$ cat src/rtl/mult_pkg.sv
// ============================================================================
// Module : mult_pkg
// Brief  : Shared definitions for the sequential shift-add multiplier.
// Rev    : 1.0  initial release
// ============================================================================
`default_nettype none

package mult_pkg;

    localparam int WIDTH_DEF = 4;

    typedef logic [1:0] state_t;

    localparam state_t IDLE   = 2'd0;
    localparam state_t CALC   = 2'd1;
    localparam state_t DONE_S = 2'd2;

    // Iteration counter width: enough to hold WIDTH with one spare bit.
    function automatic int cnt_width(input int w);
        return $clog2(w) + 1;
    endfunction

endpackage

`default_nettype wire

$ cat src/rtl/rca_add.sv
// ============================================================================
// Module : rca_add
// Brief  : WIDTH-bit ripple-carry adder built from full-adder cells.
// Rev    : 1.0  initial release
// ============================================================================
`default_nettype none

module rca_add
    import mult_pkg::*;
#(
    parameter int WIDTH = WIDTH_DEF
) (
    input  logic [WIDTH-1:0] A,
    input  logic [WIDTH-1:0] B,
    input  logic             Cin,
    output logic [WIDTH-1:0] S,
    output logic             Cout
);

    logic [WIDTH:0] carry;

    assign carry[0] = Cin;

    generate
        for (genvar i = 0; i < WIDTH; i++) begin : g_fa
            assign S[i]       = A[i] ^ B[i] ^ carry[i];
            assign carry[i+1] = (A[i] & B[i]) | (carry[i] & (A[i] ^ B[i]));
        end
    endgenerate

    assign Cout = carry[WIDTH];

endmodule

`default_nettype wire

$ cat src/rtl/mult_seq_ctrl.sv
// ============================================================================
// Module : mult_seq_ctrl
// Brief  : Sequential shift-add unsigned multiplier, one adder over WIDTH steps.
// Rev    : 1.0  initial release
// ============================================================================
`default_nettype none

module mult_seq_ctrl
    import mult_pkg::*;
#(
    parameter int WIDTH = WIDTH_DEF
) (
    input  logic                 CLK,
    input  logic                 RST,
    input  logic                 START,
    input  logic [WIDTH-1:0]     X,
    input  logic [WIDTH-1:0]     Y,
    output logic                 BUSY,
    output logic                 DONE,
    output logic [2*WIDTH-1:0]   Z
);

    localparam int                 CNT_W     = cnt_width(WIDTH);
    localparam logic [CNT_W-1:0]   LAST_ITER = CNT_W'(WIDTH - 1);

    state_t                state;
    state_t                state_nxt;

    logic [WIDTH-1:0]      m;
    logic [WIDTH-1:0]      q;
    logic [WIDTH-1:0]      a;
    logic                  c;
    logic [CNT_W-1:0]      cnt;
    logic [2*WIDTH-1:0]    prod;

    logic [WIDTH-1:0]      addend;
    logic [WIDTH-1:0]      sum;
    logic                  cout;
    logic                  accept;
    logic                  last_iter;

    assign accept    = START && ((state == IDLE) || (state == DONE_S));
    assign last_iter = (cnt == LAST_ITER);
    assign addend    = q[0] ? m : '0;

    // c is zero at the start of every iteration (cleared on load and by the
    // shift), so feeding it as carry-in leaves the sum equal to A + addend.
    rca_add #(
        .WIDTH (WIDTH)
    ) u_add (
        .A    (a),
        .B    (addend),
        .Cin  (c),
        .S    (sum),
        .Cout (cout)
    );

    always_ff @(posedge CLK) begin
        if (RST) begin
            state <= IDLE;
        end else begin
            state <= state_nxt;
        end
    end

    always_comb begin
        state_nxt = state;
        case (state)
            IDLE:    state_nxt = START ? CALC : IDLE;
            CALC:    state_nxt = last_iter ? DONE_S : CALC;
            DONE_S:  state_nxt = START ? CALC : IDLE;
            default: state_nxt = IDLE;
        endcase
    end

    always_comb begin
        BUSY = (state == CALC);
        DONE = (state == DONE_S);
    end

    always_ff @(posedge CLK) begin
        if (RST) begin
            m    <= '0;
            q    <= '0;
            a    <= '0;
            c    <= 1'b0;
            cnt  <= '0;
            prod <= '0;
        end else if (accept) begin
            m   <= X;
            q   <= Y;
            a   <= '0;
            c   <= 1'b0;
            cnt <= '0;
        end else if (state == CALC) begin
            // Add then shift {cout,sum,q} right by one in a single edge.
            a   <= {cout, sum[WIDTH-1:1]};
            q   <= {sum[0], q[WIDTH-1:1]};
            c   <= 1'b0;
            cnt <= cnt + 1'b1;
            if (last_iter) begin
                prod <= {cout, sum, q[WIDTH-1:1]};
            end
        end
    end

    assign Z = prod;

endmodule

`default_nettype wire

$ cat config.mk
export PLATFORM = sky130hd
export DESIGN_NAME = mult_seq_ctrl
export DESIGN_NICKNAME = d
export VERILOG_FILES = /design/src/rtl/mult_pkg.sv /design/src/rtl/rca_add.sv /design/src/rtl/mult_seq_ctrl.sv
export SDC_FILE = /design/constraint.sdc
export NUM_CORES = 1
export LEC_CHECK = 0
export ABC_AREA = 1
export CORE_ASPECT_RATIO = 0.75
export CORE_MARGIN = 2
export CORE_UTILIZATION = 35
export DETAILED_ROUTE_END_ITERATION = 8
export PLACE_DENSITY_LB_ADDON = 0.05
export SETUP_SLACK_MARGIN = 0.2
export SKIP_LAST_GASP = 1
export SLEW_MARGIN = 15
export SYNTH_ARGS = -nofsm -noshare
export SYNTH_HDL_FRONTEND = slang
export SYNTH_SLANG_ARGS = --single-unit
$ cat constraint.sdc
create_clock -name CLK -period 2.55 [get_ports CLK]
set_clock_uncertainty 0.2 [all_clocks]
set_input_delay 0.51 -clock CLK [delete_from_list [all_inputs] [get_ports CLK]]
set_output_delay 0.51 -clock CLK [all_outputs]
set_load 0.05 [all_outputs]
==> results of run 1 <==
-- metrics by stage --
stage,power (mW),std cells,util [%],area [um2]
after floorplan,0.486,170,-,1200
after global placement,0.517,226,43.3,1420
after detailed placement,0.517,226,43.3,1420
after CTS,0.754,230,44.6,1470
after global routing,0.783,230,44.9,1480
final,0.743,230,44.9,1480
-- what timing repair did --
item | in CTS | in global routing
setup endpoints to repair | 2 | 4
pin swaps | 0 | 2
setup buffers | 0 | 0
gates resized for setup | 2 | 6
-- synthesized netlist by cell type --
| cell type | instances |
|---|---|
| nand2_1 | 43 |
| nand2_4 | 1 |
| buf_2 | 3 |
| a21oi_1 | 7 |
| nand3_1 | 4 |
| xor2_1 | 1 |
| ha_1 | 3 |
| inv_2 | 1 |
| fa_1 | 3 |
| clkbuf_8 | 1 |
| buf_6 | 1 |
| inv_1 | 31 |
| dfxtp_1 | 25 |
| or2_1 | 4 |
| nor2_4 | 1 |
| o21ai_0 | 4 |
| nor2_1 | 33 |
| nand3b_1 | 4 |
-- flip-flops by register name (all words and copies together) (netlist names) --
register and flops:
cnt 3, a 4, m 4, state 2
q 4, Z 8
-- layer usage --
layer | wire, um | up-vias
li1 | - | 539
met1 | 1240 | 439
met2 | 981 | 16
met3 | 78 | 5
met4 | 21 | 0
met5 | 0 | -
-- kinds of logic after synthesis --
family,share of synthesized area [%]
AOI/OAI and AO/OA,4.57
xor gates and xnor gates,0.727
adders and majority gates,8.10
buffers and inverters,13.3
DFF,41.5
and+or+nand+nor,31.8
-- layout make-up --
cell class                 count  share of cell area [%]
clock buffer                   4                    3.05
multi-input combinational    108                    37.3
inverter                      32                    8.13
tap                           40                    3.39
timing repair buffer          21                    14.1
sequential                    25                    34.0
-- where the power goes --
| group | internal, mW | switching, mW | leakage, nW |
|---|---|---|---|
| combinational | 0.0381 | 0.0532 | 0.494 |
| clock | 0.112 | 0.124 | 0.0228 |
| sequential | 0.406 | 0.0101 | 0.204 |
-- worst max-delay path: cells and delay by family, from the launching register on --
family / cells / cell delay, ns
and+or+nand+nor: 2 / 0.28
DFF: 1 / 0.36
buffers and inverters: 4 / 0.20
adders and majority gates: 4 / 1.09
AOI/OAI and AO/OA: 1 / 0.11
-- cells in the final DEF, fill, tap and decap left out --
cell,synthesis,routed
nand2_1,43,43
nor2_1,33,33
inv_1,31,29
dfxtp_1,25,24
clkdlybuf4s50_1,0,18
a21oi_1,7,7
o21ai_0,4,4
nand3_1,4,4
nand3b_1,4,4
or2_1,4,4
inv_2,1,3
fa_2,0,3
ha_1,3,3
clkbuf_8,1,3
nor2_4,1,1
nand2_4,1,1
xor2_1,1,1
clkbuf_1,0,1
dlygate4sd2_1,0,1
dlymetal6s2s_1,0,1
buf_4,0,1
dfxtp_2,0,1
-- path summary, 6_finish.rpt --
kind	cells past startpoint	start	slack, ns	end
worst max-delay path	11	q[0]$_SDFFE_PP0P_	0.26	a[2]$_SDFFE_PP0P_
worst min-delay path	2	cnt[2]$_SDFFE_PP0P_	0.27	cnt[2]$_SDFFE_PP0P_
worst max register to register	11	q[0]$_SDFFE_PP0P_	0.26	a[2]$_SDFFE_PP0P_
worst min register to register	2	cnt[2]$_SDFFE_PP0P_	0.27	cnt[2]$_SDFFE_PP0P_
==> out/metrics.csv, run 1 <==
metric,value,unit
result of the run,"complete, no violations",
total power per unit cell area,503,mW/mm2
number of warnings issued by yosys,0,
sequential-to-total area share from yosys stat,41.5,%
total standard cell area after synthesis,0.00120,mm2
clock-pin slew reported for the worst setup and hold paths after clock tree synthesis,0.09,ns
ordered list of cells on the worst path,nand2_1 > inv_1 > ha_1 > inv_1 > fa_2 > inv_2 > fa_2 > inv_2 > fa_2 > or2_1 > a21oi_1,
antenna violations before repair,0,
max-cap violation count,0,
drt first pass iters,4,
fraction of final layout cells with drive strength greater than 1,6.84,%
unique cell type count in the Yosys netlist,18,
post-synthesis instance total,170,
minimum clock period after layout,2.29,ns
deepest level of the CTS H-tree,1,
leakage power of the design,0.720,nW
clock sinks,25,
post-layout net count,208,
Final Max Tran Viols,0,
mean post-synth cell area,7.09,um2
type of destination of the critical path,flop,
Critical Path Start Type,flop,
setup_tns,0,ns
Final ANT Viol Nets,0,
M1 GR Usage,18.1,%
clock latency on the worst-skew pair,0.27,ns
Die Footprint,0.00393,mm2
type of the worst setup path,reg2reg,
final worst path period share,89.7,%
Most Crowded Layer GR,met2,
area grow syn2layout,22.6,%
share of the synthesized area in the top cell type,41.5,%
standard cell core area,0.00329,mm2
area used by multi-input combinational logic,552,um2
clock root cell,clkbuf_8,
met2 track demand over resource in global routing,23.0,%
library cell contributing the largest single delay on the critical path,fa_2,
kind of path behind the tightest hold check,reg2reg,
Area contributors post-synth,"dfxtp_1 42%, nand2_1 13%, nor2_1 10%",
routability congestion estimate from global placement,0.821,
via total after detailed routing,999,
worst endpoint required time,2.55,ns
vias in the first global route,929,
number of top-level pins,21,
sequential cell area in the final layout,502,um2
first-pass GRT wire length,4.14,mm
hold violation count in the final report,0,
Slew HR,55.5,%
achievable frequency,0.437,GHz
number of endpoints failing setup at the final stage,0,
Critical Path Max Stage Delay,0.45,ns
drc violations,0,
Worst Path Arrival,2.29,ns
met3 demand-to-capacity share in global routing,4.42,%
vias per cell,4.34,
"Worst Setup Slack, final",0.263,ns
pre-CTS setup slack,0.189,ns
width of the die,71.8,um
Detailed Route Iter0 Violations,28,
count of port buffers added during placement,20,
maximum number of pins on one net before global-route repair,21,
Die Height,54.8,um
number of rows created at floorplan,18,
"IR drop worst, VDD",0.000245,V
global route overflow,0,
diode insertion count for antenna repair,0,
estimated wirelength of the detail-placed design,1.70,mm
Routed WL per cell,10.1,um
most numerous cell on the critical path,fa_2,
count of filler cells inserted in the layout,344,
GR Util All Layers,13.9,%
Max Fanout on Critical Path,5,
TritonCTS clock tree,built,
net count after synthesis,187,
"wirelength, routed",2.33,mm
clock tree buffer depth,2,
RSZ-0062 raised after global routing,yes,
Initial Util,36.6,%
flop and latch count out of synthesis,25,
WHS,0.269,ns
cts hold-fix bufs,0,
cell taking the most area after synthesis,dfxtp_1,
slew at the pin closest to its max-slew limit,0.666,ns
Num CTS Buffers,3,
(Power assumes the default switching activity.)
==> inputs of run 2 (changes only) <==
Settings changed: REMOVE_ABC_BUFFERS set to 1.
Clock period 2.55 ns to 2.4 ns, I/O delays scaled along.
==> out/metrics.csv, run 2 (synthesis results as in run 1) <==
metric,value,unit
cts hold-fix bufs,0,
RSZ-0062 raised after global routing,yes,
vias per cell,4.23,
Die Footprint,0.00393,mm2
number of rows created at floorplan,18,
drc violations,0,
type of destination of the critical path,flop,
clock-pin slew reported for the worst setup and hold paths after clock tree synthesis,0.10,ns
pre-CTS setup slack,0.0664,ns
Detailed Route Iter0 Violations,29,
via total after detailed routing,989,
routability congestion estimate from global placement,0.719,
slew at the pin closest to its max-slew limit,0.621,ns
Switching Share,25.9,%
setup_tns,0,ns
total power per unit cell area,530,mW/mm2
Largest register FFs,8,
width of the die,71.8,um
standard cell core area,0.00329,mm2
"wirelength, routed",2.29,mm
antenna violations before repair,0,
Initial Util,36.6,%
diode insertion count for antenna repair,0,
minimum clock period after layout,2.23,ns
estimated wirelength of the detail-placed design,1.68,mm
max-cap violation count,0,
hold violation count in the final report,0,
switching power,0.209,mW
total non-filler cell area in the finished layout,0.00152,mm2
"IR drop worst, VDD",0.000351,V
achievable frequency,0.448,GHz
result of the run,"complete, no violations",
deepest level of the CTS H-tree,1,
area after detailed placement,0.00143,mm2
count of filler cells inserted in the layout,339,
Final ANT Viol Nets,0,
post-layout net count,212,
Critical Path Start Type,flop,
area grow syn2layout,26.0,%
drt first pass iters,4,
first-pass GRT wire length,3.87,mm
clock tree buffer depth,2,
vias in the first global route,837,
clock sinks,25,
leakage power of the design,0.721,nW
Max Fanout on Critical Path,2,
GR Util All Layers,13.4,%
type of the worst setup path,reg2reg,
fraction of final layout cells with drive strength greater than 1,12.4,%
count of port buffers added during placement,20,
combinational power share,13.0,%
portion of total power attributed to sequential cells,55.0,%
"Worst Setup Slack, final",0.168,ns
number of top-level pins,21,
Die Height,54.8,um
Slew HR,58.5,%
final worst path period share,93.0,%
WHS,0.270,ns
kind of path behind the tightest hold check,reg2reg,
TritonCTS clock tree,built,
number of endpoints failing setup at the final stage,0,
Worst Path Arrival,2.25,ns
Routed WL per cell,9.78,um
worst endpoint required time,2.42,ns
register-to-register setup slack,0.17,ns
Final Max Tran Viols,0,
internal power consumption,0.595,mW
"commonest cells after routing, fill and taps aside","43 x nand2_1, 33 x nor2_1, 28 x inv_1, 23 x dfxtp_1, 18 x clkdlybuf4s50_1",
clock root cell,clkbuf_8,
Num CTS Buffers,3,
clock share of power,32.0,%
"most common cell after layout, fill and taps aside",nand2_1,
maximum number of pins on one net before global-route repair,21,
global route overflow,0,
clock latency on the worst-skew pair,0.27,ns
==> run 2: path summary, 6_finish.rpt <==
kind                       startpoint                   to  cells after the start
hold / removal    cnt[2]$_SDFFE_PP0P_  cnt[2]$_SDFFE_PP0P_                      2
hold reg to reg   cnt[2]$_SDFFE_PP0P_  cnt[2]$_SDFFE_PP0P_                      2
setup / recovery    m[0]$_SDFFE_PP0P_    a[2]$_SDFFE_PP0P_                     11
setup reg to reg    m[0]$_SDFFE_PP0P_    a[2]$_SDFFE_PP0P_                     11
==> run 2: metal layers <==
layer / vias to the layer above / GRT usage, % / share of wire, %
met5: - / 0 / 0
li1: 544 / - / -
met3: 5 / 4.42 / 4.5
met4: 0 / 5.66 / 1.7
met1: 414 / 18.5 / 55
met2: 26 / 19.0 / 39
==> run 2: per-stage QoR <==
stage | utilization [%] | cells | total power, mW
floorplan | - | 165 | 0.511
global placement | 43.4 | 227 | 0.551
detailed placement | 43.4 | 227 | 0.552
CTS | 45.4 | 233 | 0.817
global route | 46.2 | 234 | 0.858
finish | 46.2 | 234 | 0.804
==> run 2: worst max-delay path, cell delays in order (launching register included) <==
cell	delay [ns]
dfxtp_2	0.33
nand2_1	0.06
inv_1	0.04
ha_2	0.16
inv_2	0.05
fa_2	0.18
inv_2	0.04
fa_2	0.32
inv_2	0.06
fa_2	0.43
or2_1	0.24
a21oi_2	0.11
==> run 2: final cells by class <==
| cell class | instances | area (um2) | area share [%] |
|---|---|---|---|
| clock buffer | 3 | 41.3 | 2.72 |
| sequential | 25 | 503 | 33.1 |
| clock inverter | 1 | 7.51 | 0.495 |
| timing repair buffer | 25 | 234 | 15.4 |
| tap | 40 | 50.0 | 3.30 |
| multi-input combinational | 108 | 562 | 37.0 |
| inverter | 32 | 120 | 7.91 |
==> run 2: power groups by stage <==
| stage | registers [mW] | logic (mW) | clock network [mW] |
|---|---|---|---|
| 2_1_floorplan | 0.449 | 0.0619 | 0 |
| 3_3_place_gp | 0.452 | 0.0990 | 0 |
| 3_5_place_dp | 0.452 | 0.0997 | 0 |
| 4_1_cts | 0.442 | 0.106 | 0.269 |
| 5_1_grt | 0.445 | 0.119 | 0.294 |
| 6_report | 0.442 | 0.105 | 0.257 |
==> run 2: timing repair <==
item / 4_1_cts / 5_1_grt
pin swaps: 0 / 3
buffers inserted: 2 / 1
resized for setup: 2 / 10
endpoints found under the setup margin: 4 / 3
